[src/rtl/fir_y_byte_reader.sv]
// rtl/fir_y_byte_reader.sv - captures FIR y words on the lz rising edge and streams them out as bytes
// Optional checksum byte per frame when FIR_Y_BYTE_READER_CKSUM_EN is defined.
module fir_y_byte_reader #(
  parameter int DATA_W    = 32,
  parameter int LSB_FIRST = 1
) (
  input  logic              clk,
  input  logic              rst,
  input  logic [DATA_W-1:0] y_dat,
  input  logic              y_lz,
  output logic [7:0]        byte_out,
  output logic              byte_valid,
  input  logic              byte_ready,
  output logic              byte_last,
  output logic              overrun,
  input  logic              ovr_clr,
  output logic [7:0]        words_sent
);

  localparam int NB = DATA_W / 8;
`ifdef FIR_Y_BYTE_READER_CKSUM_EN
  localparam int FL = NB + 1;
`else
  localparam int FL = NB;
`endif
  localparam int IDX_W = (FL > 1) ? $clog2(FL) : 1;
  localparam logic [IDX_W-1:0] LAST_IDX = IDX_W'(FL - 1);

  typedef enum logic {IDLE, SEND} state_t;

  state_t            state, state_nxt;
  logic              lz_q;
  logic [DATA_W-1:0] active, pending;
  logic              pend_full;
  logic [IDX_W-1:0]  idx;
  logic              cap, accept, last_acc, drop;
  logic [7:0]        data_byte, sel_byte;

  assign cap      = y_lz & ~lz_q;
  assign accept   = (state == SEND) & byte_ready;
  assign last_acc = accept & (idx == LAST_IDX);
  // A third word arriving while both slots are occupied and nothing retires this cycle.
  assign drop     = cap & (state == SEND) & ~last_acc & pend_full;

  always_ff @(posedge clk or posedge rst) begin
    if (rst) begin
      state <= IDLE;
    end else begin
      state <= state_nxt;
    end
  end

  always_comb begin
    state_nxt = state;
    case (state)
      IDLE: if (cap) state_nxt = SEND;
      SEND: if (last_acc && !pend_full && !cap) state_nxt = IDLE;
      default: state_nxt = IDLE;
    endcase
  end

  always_comb begin
    data_byte = '0;
    for (int i = 0; i < NB; i++) begin
      if (idx == IDX_W'(i)) begin
        data_byte = (LSB_FIRST != 0) ? active[i*8 +: 8] : active[DATA_W-8-i*8 +: 8];
      end
    end
  end

`ifdef FIR_Y_BYTE_READER_CKSUM_EN
  logic [7:0] cksum;
  always_comb begin
    cksum = '0;
    for (int i = 0; i < NB; i++) begin
      cksum = cksum ^ active[i*8 +: 8];
    end
    sel_byte = (idx == IDX_W'(NB)) ? cksum : data_byte;
  end
`else
  always_comb begin
    sel_byte = data_byte;
  end
`endif

  always_comb begin
    byte_valid = 1'b0;
    byte_last  = 1'b0;
    byte_out   = '0;
    if (state == SEND) begin
      byte_valid = 1'b1;
      byte_last  = (idx == LAST_IDX);
      byte_out   = sel_byte;
    end
  end

  always_ff @(posedge clk or posedge rst) begin
    if (rst) begin
      lz_q       <= 1'b1;
      active     <= '0;
      pending    <= '0;
      pend_full  <= 1'b0;
      idx        <= '0;
      words_sent <= '0;
    end else begin
      lz_q <= y_lz;
      if (state == IDLE) begin
        if (cap) begin
          active <= y_dat;
          idx    <= '0;
        end
      end else if (last_acc) begin
        words_sent <= words_sent + 8'd1;
        idx        <= '0;
        // Pending word goes next with no bubble; a same-cycle capture refills the pending slot.
        if (pend_full) begin
          active <= pending;
          if (cap) begin
            pending <= y_dat;
          end else begin
            pend_full <= 1'b0;
          end
        end else if (cap) begin
          active <= y_dat;
        end
      end else begin
        if (accept) begin
          idx <= idx + IDX_W'(1);
        end
        if (cap && !pend_full) begin
          pending   <= y_dat;
          pend_full <= 1'b1;
        end
      end
    end
  end

  always_ff @(posedge clk or posedge rst) begin
    if (rst) begin
      overrun <= 1'b0;
    end else if (drop) begin
      overrun <= 1'b1;
    end else if (ovr_clr) begin
      overrun <= 1'b0;
    end
  end

endmodule

[config.mk]
export PLATFORM = sky130hd
export DESIGN_NAME = fir_y_byte_reader
export DESIGN_NICKNAME = d
export VERILOG_FILES = /design/src/rtl/fir_y_byte_reader.sv
export SDC_FILE = /design/constraint.sdc
export NUM_CORES = 1
export LEC_CHECK = 0
export ABC_AREA = 1
export ABC_CLOCK_PERIOD_IN_PS = 3700
export BUFFER_PORTS_ARGS = -buffer_cell sky130_fd_sc_hd__buf_2
export CAP_MARGIN = 20
export CORE_MARGIN = 4
export CORE_UTILIZATION = 50
export CTS_CLUSTER_DIAMETER = 80
export DETAILED_ROUTE_END_ITERATION = 10
export PLACE_DENSITY = 0.67
export SYNTH_ARGS = -nofsm -noshare
export SYNTH_HDL_FRONTEND = slang
export SYNTH_SLANG_ARGS = --single-unit
export TNS_END_PERCENT = 5
[constraint.sdc]
create_clock -name clk -period 3.7 [get_ports clk]
set_input_delay 0.185 -clock clk [delete_from_list [all_inputs] [get_ports clk]]
set_output_delay 0.185 -clock clk [all_outputs]
set_load 0.05 [all_outputs]
==> metrics <==
cell taking the most area after synthesis dfrtp_1; total grt overflow 0; clock power share 17.8%; register area share after synthesis 48.6%; Synth Cell Area 4020 um2; critical path fanouts, max 34; post-DP HPWL 6.61 mm; CTS resizes 0; Comb pwr share 48.0%; ANT nets after route 0; Syn. warnings 0; Net Sw Power 1960 uW; Final Instance Area 4570 um2; CP max stage delay 0.71 ns; Die Height 97.6 um; DRC viols 0; R2R Setup Slk 1.18 ns; status finished, final reports clean; total number of vias 3526; final hold violations 0; cell depth of the worst flop-to-flop path 6; Leak 0.00260 uW; unrepaired setup endpoints after global routing no; Hold Path Class input port to register; synth top area cells dfrtp_1 (48%), nand2_1 (24%), nand3_1 (9.8%); Max Clock Skew 0.0104 ns; core area 7770 um2; area grow syn2layout 13.8%; internal power 2210 uW; syn nets 577; Mapped Cells 534; initial antenna violation count 0; total CTS buffers 9; end of the critical path pending[23]$_DFFE_PP0P_; initial DRC count 240; IO buf count 55; Pwr Density 913 nW/um2; Final Util 58.8%; H-tree levels 3; critical path cell sequence nand2_1 -> nor2_2 -> nand2_2 -> nand3_2 -> nand2_1 -> nand2_1; drt wl/cell 14.0 um; Critical Path Start state$_DFF_PP0_; post-synth cell types 27; CP endpoint kind register; pin count of the biggest net entering global routing 47; dpl cells 665; Top Ports 56; number of synthesized register bits 78; total wire length 9.61 mm; Post-Syn Area per Cell 7.52 um2; Arrival @ worst endpoint 2.76 ns; Worst VDD drop 0.000328 V; CTS clk-pin slew, worst paths 0.08 ns; Initial Utilization 51.7%; Clock Tree Buf Depth 2; final critical-path required period 2.53 ns; All-Layer GR Usage 21.7%; Sequential Power Share 34.1%; nets 621; Fmax 396 MHz; CTS Root Cell clkbuf_8; Crit Path Class register to register; max-cap viol count 0; Placement Rows 32; Place WS 1.19 ns; number of diodes 0; Slew Limit Headroom 40.4%; setup slack after layout 1.18 ns; Die Area 9530 um2; hold_buf cts 1; CTS tree done; sw frac 46.9%; vias in the first global route 3382; most used cell, CP nand2_1; # Post-CTS Setup Buffers 0; Slew Viols, Final 0; reg-to-reg endpoint pending[23]$_DFFE_PP0P_; slew at the pin closest to its max-slew limit 0.893 ns; Post-Layout Cell Count 685; first-pass GRT wire length 16.7 mm; Vias/cell 5.15; placed instance area 4270 um2; Crit path required time 3.94 ns; Pre-antenna DRT Iters 5; Setup TNS 0 ns; die width 97.6 um; Setup-failing EPs final 0; Yosys top cell area share 48.0%; nature of the critical path startpoint register; worst skew pair latency 0.36 ns; clk sink count 78; fin crit share 68.2%; critical path's slowest cell nand3_2; worst r2r src state$_DFF_PP0_; Final GP Congestion 0.848; share of cells above drive strength 1 15.8%
==> cell usage after synthesis (all sizes together) <==
master and number:
nand3 80, xor2 2, nor2 4, o21bai 1, or2 7, buf 22, o211ai 4, nand4 3
inv 24, o21ai 11, clkbuf 8, dfstp 1, nand3b 1, dfrtp 77, xnor2 2, nand2 263
o22ai 1, ha 6, a21oi 17
==> cell families after synthesis <==
logic type / count (synthesis) / synth area share (%)
AO/OA/AOI/OAI: 34 / 4.86
XOR/XNOR: 4 / 0.873
adder cells (fa/ha/maj): 6 / 1.87
buffers and inverters: 54 / 6.76
flip-flops: 78 / 48.6
AND/OR/NAND/NOR: 358 / 37.0
==> critical path: cells and delay by family (launching register included) <==
family | cells | cell delay, ns
flip-flops | 1 | 0.61
AND/OR/NAND/NOR | 6 | 1.78
==> final cells by class <==
class	instances	area, um2
multi-input cells	402	1790
repair buffers	63	373
flip-flops and latches	78	1950
inverters	24	90.1
well taps	102	128
clock inverters	3	65.1
fillers	745	3200
clock buffers	13	169
==> registers in the layout, summed over array words and instances, names as in the netlist <==
name        count
active         32
idx             2
lz_q            1
overrun         1
pend_full       1
pending        32
state           1
words_sent      8
==> worst min path at each step <==
stage / slack, ns / cells after the start / endpoint / from
after CTS: 0.02 / 2 / overrun$_DFFE_PP0P_ / ovr_clr
after global placement: 0.33 / 1 / lz_q$_DFF_PP1_ / y_lz
after global routing: 0.03 / 2 / overrun$_DFFE_PP0P_ / ovr_clr
after floorplan: 0.19 / 0 / lz_q$_DFF_PP1_ / y_lz
after detailed placement: 0.33 / 1 / lz_q$_DFF_PP1_ / y_lz
final: 0.03 / 2 / overrun$_DFFE_PP0P_ / ovr_clr
==> metrics by stage <==
stage | hold slack, ns | total power, uW
6_report | 0.0271 | 4170
5_1_grt | 0.0298 | 4520
4_1_cts | 0.0244 | 4150
3_5_place_dp | 0.330 | 3400
3_3_place_gp | 0.329 | 3360
2_1_floorplan | 0.189 | 2990
==> cell usage in the layout (no fill, tap or decap), drive strengths merged <==
master | synthesis | routed
nand2 | 263 | 263
clkinv | 0 | 1
buf | 22 | 61
xnor2 | 2 | 2
inv | 24 | 24
nand4 | 3 | 3
bufinv | 0 | 2
ha | 6 | 6
dfstp | 1 | 1
nand3 | 80 | 80
o21ai | 11 | 11
clkbuf | 8 | 13
nor2 | 4 | 4
a21oi | 17 | 17
dlygate4sd3 | 0 | 2
dfrtp | 77 | 77
xor2 | 2 | 2
or2 | 7 | 7
o211ai | 4 | 4
o21bai | 1 | 1
nand3b | 1 | 1
o22ai | 1 | 1
==> layer usage <==
metal / vias to the layer above / wire length [um] / GRT usage [%]
li1: 1782 / - / -
met1: 1622 / 4650 / 32.9
met2: 110 / 4090 / 30.1
met3: 12 / 696 / 5.53
met4: 0 / 176 / 7.03
met5: - / 0 / 0
==> power groups by stage <==
stage,clock network [uW],logic [uW],registers [uW]
2_1_floorplan,0,1540,1450
3_3_place_gp,0,1930,1430
3_5_place_dp,0,1970,1430
4_1_cts,751,1980,1420
5_1_grt,798,2250,1470
6_report,743,2000,1420
Note: power is estimated with default switching activity, not from simulation.
